**src/rtl/keypad_debounce_scanner.sv**
```systemverilog
// ============================================================================
// keypad_debounce_scanner : 4x4 keypad row scanner with frame-level debounce
// Revision: 1.0
// ============================================================================
`default_nettype none

module keypad_debounce_scanner #(
  parameter int SCAN_TICKS     = 500000,
  parameter int DEBOUNCE_SCANS = 4
) (
  input  logic       clk,
  input  logic       rst,
  input  logic [3:0] keypadCol,
  output logic [3:0] keypadRow,
  output logic [3:0] key_code,
  output logic       key_valid,
  output logic       key_held,
  output logic       multi_err
);

  localparam int                  TICK_W     = (SCAN_TICKS > 2) ? $clog2(SCAN_TICKS) : 1;
  localparam int                  STABLE_W   = $clog2(DEBOUNCE_SCANS + 1);
  localparam logic [TICK_W-1:0]   TICK_LAST  = TICK_W'(SCAN_TICKS - 1);
  localparam logic [STABLE_W-1:0] STABLE_MAX = STABLE_W'(DEBOUNCE_SCANS);

  typedef enum logic [1:0] {
    RES_NONE  = 2'd0,
    RES_KEY   = 2'd1,
    RES_MULTI = 2'd2
  } res_e;

  typedef enum logic {
    ST_IDLE = 1'b0,
    ST_HELD = 1'b1
  } state_e;

  logic [TICK_W-1:0]   tick_q,       tick_d;
  logic [3:0]          row_q,        row_d;
  logic [1:0]          row_idx_q,    row_idx_d;
  res_e                acc_kind_q,   acc_kind_d;
  logic [3:0]          acc_code_q,   acc_code_d;
  res_e                prev_kind_q,  prev_kind_d;
  logic [3:0]          prev_code_q,  prev_code_d;
  logic [STABLE_W-1:0] stable_q,     stable_d;
  state_e              state_q,      state_d;
  logic [3:0]          key_code_q,   key_code_d;
  logic                key_valid_q,  key_valid_d;
  logic                key_held_q,   key_held_d;
  logic                multi_err_q,  multi_err_d;

  logic                sample_now;
  logic                frame_end;
  logic                samp_single;
  logic                samp_multi;
  logic [1:0]          samp_col;
  logic [3:0]          samp_code;
  res_e                merged_kind;
  logic [3:0]          merged_code;
  logic [STABLE_W-1:0] stable_next;
  logic                debounced;

  function automatic logic [3:0] key_map(input logic [1:0] r, input logic [1:0] c);
    logic [3:0] k;
    case ({r, c})
      4'h0: k = 4'h7;  4'h1: k = 4'h4;  4'h2: k = 4'h1;  4'h3: k = 4'h0;
      4'h4: k = 4'h8;  4'h5: k = 4'h5;  4'h6: k = 4'h2;  4'h7: k = 4'hA;
      4'h8: k = 4'h9;  4'h9: k = 4'h6;  4'hA: k = 4'h3;  4'hB: k = 4'hB;
      4'hC: k = 4'hC;  4'hD: k = 4'hD;  4'hE: k = 4'hE;  default: k = 4'hF;
    endcase
    return k;
  endfunction

  // Columns are read directly: the SCAN_TICKS-1 cycles before each sample act as settling time.
  always_comb begin
    samp_single = 1'b0;
    samp_multi  = 1'b0;
    samp_col    = 2'd0;
    case (keypadCol)
      4'b1111: ;
      4'b1110: begin samp_single = 1'b1; samp_col = 2'd0; end
      4'b1101: begin samp_single = 1'b1; samp_col = 2'd1; end
      4'b1011: begin samp_single = 1'b1; samp_col = 2'd2; end
      4'b0111: begin samp_single = 1'b1; samp_col = 2'd3; end
      default: samp_multi = 1'b1;
    endcase
    samp_code = key_map(row_idx_q, samp_col);

    merged_kind = acc_kind_q;
    merged_code = acc_code_q;
    if (samp_multi) begin
      merged_kind = RES_MULTI;
      merged_code = 4'd0;
    end else if (samp_single) begin
      if (acc_kind_q == RES_NONE) begin
        merged_kind = RES_KEY;
        merged_code = samp_code;
      end else begin
        merged_kind = RES_MULTI;
        merged_code = 4'd0;
      end
    end

    sample_now = (tick_q == TICK_LAST);
    frame_end  = sample_now && (row_idx_q == 2'd3);

    // Non-key results carry code 0, so comparing kind and code together is exact.
    if ((merged_kind == prev_kind_q) && (merged_code == prev_code_q))
      stable_next = (stable_q == STABLE_MAX) ? stable_q : stable_q + STABLE_W'(1);
    else
      stable_next = STABLE_W'(1);
    debounced = (stable_next == STABLE_MAX);
  end

  always_comb begin
    tick_d      = sample_now ? '0 : tick_q + TICK_W'(1);
    row_d       = row_q;
    row_idx_d   = row_idx_q;
    acc_kind_d  = acc_kind_q;
    acc_code_d  = acc_code_q;
    prev_kind_d = prev_kind_q;
    prev_code_d = prev_code_q;
    stable_d    = stable_q;
    state_d     = state_q;
    key_code_d  = key_code_q;
    key_valid_d = 1'b0;
    key_held_d  = key_held_q;
    multi_err_d = multi_err_q;

    if (sample_now) begin
      row_d      = {row_q[2:0], row_q[3]};
      row_idx_d  = row_idx_q + 2'd1;
      acc_kind_d = merged_kind;
      acc_code_d = merged_code;
    end

    if (frame_end) begin
      acc_kind_d  = RES_NONE;
      acc_code_d  = 4'd0;
      prev_kind_d = merged_kind;
      prev_code_d = merged_code;
      stable_d    = stable_next;
      if (debounced) begin
        multi_err_d = (merged_kind == RES_MULTI);
        case (state_q)
          ST_IDLE: begin
            if (merged_kind == RES_KEY) begin
              key_code_d  = merged_code;
              key_valid_d = 1'b1;
              key_held_d  = 1'b1;
              state_d     = ST_HELD;
            end
          end
          default: begin
            // Any other key or a multi press must be preceded by a debounced release.
            if (merged_kind == RES_NONE) begin
              key_held_d = 1'b0;
              state_d    = ST_IDLE;
            end
          end
        endcase
      end
    end
  end

  always_ff @(posedge clk or negedge rst) begin
    if (!rst) begin
      tick_q      <= '0;
      row_q       <= 4'b1110;
      row_idx_q   <= 2'd0;
      acc_kind_q  <= RES_NONE;
      acc_code_q  <= 4'd0;
      prev_kind_q <= RES_NONE;
      prev_code_q <= 4'd0;
      stable_q    <= '0;
      state_q     <= ST_IDLE;
      key_code_q  <= 4'd0;
      key_valid_q <= 1'b0;
      key_held_q  <= 1'b0;
      multi_err_q <= 1'b0;
    end else begin
      tick_q      <= tick_d;
      row_q       <= row_d;
      row_idx_q   <= row_idx_d;
      acc_kind_q  <= acc_kind_d;
      acc_code_q  <= acc_code_d;
      prev_kind_q <= prev_kind_d;
      prev_code_q <= prev_code_d;
      stable_q    <= stable_d;
      state_q     <= state_d;
      key_code_q  <= key_code_d;
      key_valid_q <= key_valid_d;
      key_held_q  <= key_held_d;
      multi_err_q <= multi_err_d;
    end
  end

  assign keypadRow = row_q;
  assign key_code  = key_code_q;
  assign key_valid = key_valid_q;
  assign key_held  = key_held_q;
  assign multi_err = multi_err_q;

endmodule

`default_nettype wire

```
**config.mk**
```make
export PLATFORM = sky130hd
export DESIGN_NAME = keypad_debounce_scanner
export DESIGN_NICKNAME = d
export VERILOG_FILES = /design/src/rtl/keypad_debounce_scanner.sv
export SDC_FILE = /design/constraint.sdc
export NUM_CORES = 1
export LEC_CHECK = 0
export ABC_AREA = 1
export CORE_MARGIN = 2
export CORE_UTILIZATION = 64
export CTS_CLUSTER_SIZE = 25
export DETAILED_ROUTE_END_ITERATION = 12
export PLACE_DENSITY = 0.85
export SETUP_SLACK_MARGIN = 0.1
export SKIP_LAST_GASP = 1
export SYNTH_ARGS = -nofsm -noshare
export SYNTH_HDL_FRONTEND = slang
export SYNTH_SLANG_ARGS = --single-unit
export TNS_END_PERCENT = 50
```
**constraint.sdc**
```tcl
create_clock -name clk -period 3.65 [get_ports clk]
set_input_delay 0.73 -clock clk [delete_from_list [all_inputs] [get_ports clk]]
set_output_delay 0.73 -clock clk [all_outputs]
set_load 0.005 [all_outputs]
```
-- After elaboration in Yosys (flattened, before gate mapping)
Memory sizes are Yosys's and may differ from the RTL's.
Cells that the tools add are included.
- flip-flop bits (word level): 48
- memory bits (read-only): 64
- input port bits: 6
- output and inout bits: 11
- memories: 1
- memory list (memory ; words ; bits a word ; read ports ; clocked after Yosys merged registers in ; wr ports ; RTL line ; source):
    (no name shown) ; 16 ; 4 ; 1 ; 0 ; 0 ; 64 ; case ({r, c})
- $add $sub $neg: 3
- equal/unequal tests: 14
- muxes and demuxes: 24
- bitwise operators: 1
- reductions and logical operators: 11
- operator list (operator ; number):
    two-way mux 4 bit ; 5
    adder 19 x 1 -> 19 bit, second input constant ; 1
    equality test 19 bit, second input constant ; 1
    two-way mux 19 bit ; 1
    equality test 4 bit, second input constant ; 4
    two-way mux 1 bit ; 10
    two-way mux 2 bit ; 5
    AND reduction 4 bit ; 2
    equality test 3 bit, second input constant ; 2
    two-way mux 3 bit ; 2
    one-hot mux 2 bit (3 select lines) ; 1
    OR reduction 5 bit ; 1
    equality test 2 bit, second input constant ; 2
    equality test 4 x 3 -> 1 bit, second input constant ; 1
    equality test 4 bit ; 1
    zero test 2 bit ; 2
    nonzero test 2 bit ; 2
    OR reduction 4 bit ; 1
    adder 3 x 1 -> 3 bit, second input constant ; 1
    adder 2 x 1 -> 2 bit, second input constant ; 1
    equality test 2 x 1 -> 1 bit, second input constant ; 1
    equality test 2 bit ; 1
    logical AND 1 bit ; 2
    inequality test 2 x 1 -> 1 bit, second input constant ; 1
    2 further kinds ; 2

-- Depth between registers and ports, before layout
Gate-level depths: netlist of run 1.
An unclocked memory read counts as a cell.
- word-level depth: 12
- depth in mapped cells: 21

-- Least setup slack after synthesis of run 1
OpenSTA, ideal clock, no wires.
- path type: input -> register
- from: in keypadCol[2]
- to: reg key_code_q[0] (netlist: key_code[0])
- library setup time: 0.117 ns
- arrival time: 2.468 ns
- slack: 1.065 ns
- cell stages on the path: 20
- buffers on the path: 0
- cell sequence: nand2_2 inv_1 nand2_1 nand2_1 inv_1 ha_1 inv_1 nand2_1 nand3_1 nand3_1 nand2_1 nand2_2 nand2_1 nand3_2 nor2_4 nand4_4 nor2_8 nand3_4 nand2_1 nand2_1
- longest elaborated chain between the ends: 11
- RTL lines (element ; RTL line ; source):
    start, declared ; 13 ; input logic [3:0] keypadCol,
    equality test 4 x 3 -> 1 bit or equality test 4 bit (tied branches) ; 78 ; case (keypadCol)
    one-hot mux 2 bit (3 select lines) ; 78 ;
    memory read (16 x 4 bit) ; -- ;
    two-way mux 4 bit ; 94 ; if (acc_kind_q == RES_NONE) begin
    two-way mux 4 bit ; 93 ; end else if (samp_single) begin
    two-way mux 4 bit ; 90 ; if (samp_multi) begin
    equality test 4 bit ; 107 ; if ((merged_kind == prev_kind_q) && (merged_code == prev_code_q))
    logical AND 1 bit ; 107 ;
    two-way mux 3 bit ; 107 ;
    equality test 3 bit ; 111 ; debounced = (stable_next == STABLE_MAX);
    AND reduction 4 bit (no line) ; -- ;
    end signal, assigned ; 190 ; key_code_q <= key_code_d;
    end, declared ; 46 ; logic [3:0] key_code_q, key_code_d;
Parallel ways exist; a longest one is shown, timed or not.
A chain may end at the register's enable or synchronous reset.

-- Final worst setup path of run 1
- from: in keypadCol[3]
- to: reg key_code_q[0] (netlist: key_code[0])
Same word-level chain as after synthesis.

==> results of run 1 <==
## area by class of cell
class,instances,area share
Multi-Input combinational cell,253,0.4276
Sequential cell,48,0.3700
Inverter,72,0.08375
Timing Repair Buffer,17,0.04994
Clock inverter,3,0.02766
Clock buffer,5,0.02113
Tap cell,52,0.01998
## logic make-up after synthesis
kind of cell,synth area share
and+or+nand+nor,0.3617
adders and majority gates,0.03474
xor gates and xnor gates,0.01520
AOI/OAI and AO/OA,0.07165
DFF,0.4182
buffers and inverters,0.09857
## per-layer routing
layer / global-route usage / routed length, microns / vias to the layer above / share of wire
li1: - / - / 1238 / -
met1: 0.3358 / 2716 / 1130 / 0.47
met2: 0.3967 / 2747 / 46 / 0.48
met3: 0.04701 / 190 / 8 / 0.033
met4: 0.08176 / 70 / 0 / 0.012
met5: 0 / 0 / - / 0
## how the worst max path moves through the flow
stage	endpoint	slack, ns	startpoint	cells after the start
finish	key_code[0]$_DFFE_PN0P_	0.53	keypadCol[3]	21
global route	key_code[0]$_DFFE_PN0P_	0.25	keypadCol[3]	22
CTS	key_code[0]$_DFFE_PN0P_	0.54	keypadCol[3]	21
detailed placement	key_code[0]$_DFFE_PN0P_	0.23	keypadCol[3]	21
global placement	key_code[3]$_DFFE_PN0P_	0.36	keypadCol[3]	21
floorplan	key_code[0]$_DFFE_PN0P_	1.06	keypadCol[2]	20
## tightest hold or removal path: stages (launching register included)
cell,delay (ns)
dfrtp_1,0.35
nand2_1,0.05
nand2_1,0.05
## placed cells by master, fill, tap and decap left out, types with 5 or more instances in the layout
cell type,instances
a21oi_1,7
clkbuf_8,5
clkdlybuf4s50_1,15
dfrtp_1,45
ha_1,8
inv_1,66
inv_2,5
nand2_1,94
nand2_2,8
nand3_1,23
nand3_4,5
nand4_1,14
nor2_1,32
nor3_1,8
o21ai_0,22
xor2_1,5
## registers in the layout, indices dropped and copies added, names as in the netlist, named ones only
register / cells
acc_code_q: 4
acc_kind_q: 2
key_code: 4
key_held: 1
key_valid: 1
keypadRow: 4
multi_err: 1
prev_code_q: 4
prev_kind_q: 2
row_idx_q: 2
stable_q: 3
tick_q: 19
## where the power goes
| part | internal [mW] | switching, mW | leakage [nW] | total [mW] |
|---|---|---|---|---|
| clock network | 0.342 | 0.184 | 0.0784 | 0.526 |
| logic | 0.0239 | 0.0576 | 1.04 | 0.0815 |
| registers | 0.531 | 0 | 0.572 | 0.531 |
| total | 0.898 | 0.241 | 1.69 | 1.14 |
## stage by stage
stage / utilization / instances / worst slack (ns) / instance area (sq um)
2_1_floorplan: - / 376 / 1.065 / 2882
3_3_place_gp: 0.7115 / 442 / 0.3630 / 3098
3_5_place_dp: 0.7115 / 442 / 0.2314 / 3098
4_1_cts: 0.7480 / 450 / 0.5386 / 3257
5_1_grt: 0.7480 / 450 / 0.2495 / 3257
6_report: 0.7480 / 450 / 0.5319 / 3257
==> run_results.csv, run 1 <==
group,metric,value,unit
logic_synthesis,ys_warn_count,0,
logic_synthesis,synth_top_area_share,0.3908,
grt,grt_pass1_vias,2266,
logic_synthesis,ys_ff_latch,48,
logic_synthesis,synth_most_common_cell,"nand2_1",
timing,hold_viol_final,0,
clocking,postCtsSetupRepairBufs,0,
timing,relSlewSlack,0.3024,
clocking,clock-sinks,48,
finish,drive_above_1_share,0.1181,
timing,fmax,0.3207,GHz
worst_setup_path,slowest_stage,"clkdlybuf4s50_1",
route,num_vias,2422,
worst_setup_path,timing.setup.critical_path_class,"in -> reg",
route,dr.pass1.iters,4,
clocking,cts_hold_buf,0,
route,drtAntennaViolNets,0,
clocking,cts_tree,"built",
clocking,root_buffer,"clkbuf_8",
floorplanning,die_y,71.10,microns
floorplanning,die_x,71.10,microns
finish,n_antenna_cell,0,
placement,hpwl,4.132,mm
worst_setup_path,cp.required,3.85,ns
finish,area_delta_synth_final,13.03,%
run,maxCapViolations,0,
logic_synthesis,synth_cell_types,32,
grt,grt_pass1_wl,9.949,mm
pwr,static-leakage-power,1.693,nW
grt,overflow,0,
logic_synthesis,async_flop_share,1.000,
timing,hold_ws,0.4748,ns
worst_setup_path,cp_max_fo,8,
worst_hold_path,hold_class,"reg -> reg",
clocking,clk_pin_slew,0.09,ns
logic_synthesis,yosysTopAreaCell,"dfrtp_1",
logic_synthesis,ys_top_cells_by_area,"dfrtp_1 39%, nand2_1 12%, inv_1 8.6%, nor2_1 4.2%, nand3_1 4.0%",
timing,fin_crit,3.118,ns
worst_setup_path,max_stage_delay,0.51,ns
worst_hold_path,min_from,"key_held$_DFFE_PN0P_",
pwr,power.total,1.139,mW
timing,setup_viol,0,
worst_setup_path,cp_common_cell,"nand2_1",
finish,fill_cells,306,
timing,tns,0,ns
floorplanning,core.rowCount,24,
timing,drv_slew,0,
clocking,ctsResizeCount,0,
route,via_per_inst,5.382,
grt,track_usage,0.2456,
logic_synthesis,netlist_instances,376,
pwr,p_per_area,349.7,mW/mm^2
floorplanning,core_area,0.004354,sq mm
grt,antenna_found_initial,0,
worst_setup_path,crit_chain,"clkdlybuf4s50_1 > nand2_2 > inv_1 > nand2_1 > nand2_1 > inv_1 > ha_1 > inv_1 > nand2_1 > nand3_1 > nand3_1 > nand2_1 > nand2_2 > nand2_1 > nand3_2 > nor2_4 > nand4_4 > nor2_8 > nand3_4 > nand2_1 > nand2_1",
floorplanning,die_area,0.005055,sq mm
logic_synthesis,yosys-top-cells-count,"94 x nand2_1, 66 x inv_1, 45 x dfrtp_1, 32 x nor2_1, 23 x nand3_1",
floorplanning,io_pins,17,
logic_synthesis,synth_edf_count,0,
route,finalWirelength,5.725,mm
pwr,ir_worst_vdd,0.3346,mV
placement,routabilityCongestion,0.9089,
placement,portBuffers,16,
timing,finalCritPeriodShare,0.8543,
logic_synthesis,syn-num-nets,390,
worst_setup_path,crit_arrival,3.32,ns
outcome,status,"finished clean",
worst_hold_path,holdPathEnd,"key_held$_DFFE_PN0P_",
floorplanning,start_util,0.6618,
timing,worst_slew_pin_slew,1.046,ns
worst_setup_path,path_buf_inv,4,
grt,grt_max_degree,49,
worst_setup_path,r2r_cells,15,
timing,skew,0.005492,ns
route,drc_errors,0,
logic_synthesis,synthFlopType,"dfrtp_1",
route,routedWlPerCell,12.72,microns
worst_setup_path,r2r-start,"tick_q[0]$_DFF_PN0_",
worst_setup_path,crit_family,"simple AND/OR/NAND/NOR gates",
logic_synthesis,synth.avg_cell_area,7.664,sq um
clocking,htree_levels,2,
worst_setup_path,critPathLaunchType,"input port",
logic_synthesis,synth_area,0.002882,sq mm
finish,regArea,0.001205,sq mm
worst_setup_path,crit_path_end_kind,"flip-flop",
worst_setup_path,regToRegEndpoint,"key_code[0]$_DFFE_PN0P_",
clocking,numCtsBuffers,5,
route,drt_iter0_markers,213,
logic_synthesis,ys_seq_area_frac,0.4182,
finish,multiInputGateArea,0.001393,sq mm
worst_hold_path,whs_path_depth,2,
clocking,cts.path.max_buffers,2,
clocking,clk_latency,0.31,ns
finish,nets,411,
timing,rsz0062_at_grt,"false",
worst_setup_path,r2r_slack,1.13,ns
(Power assumes the default switching activity.)
==> inputs of run 2 (changes only) <==
--- a/config.mk
+++ b/config.mk
@@ -6,6 +6,7 @@
 export NUM_CORES = 1
 export LEC_CHECK = 0
 export ABC_AREA = 1
+export CAP_MARGIN = 0
 export CORE_MARGIN = 2
 export CORE_UTILIZATION = 64
 export CTS_CLUSTER_SIZE = 25
==> results of run 2 <==
Final layout, timing and power as in run 1 (identical DEF).
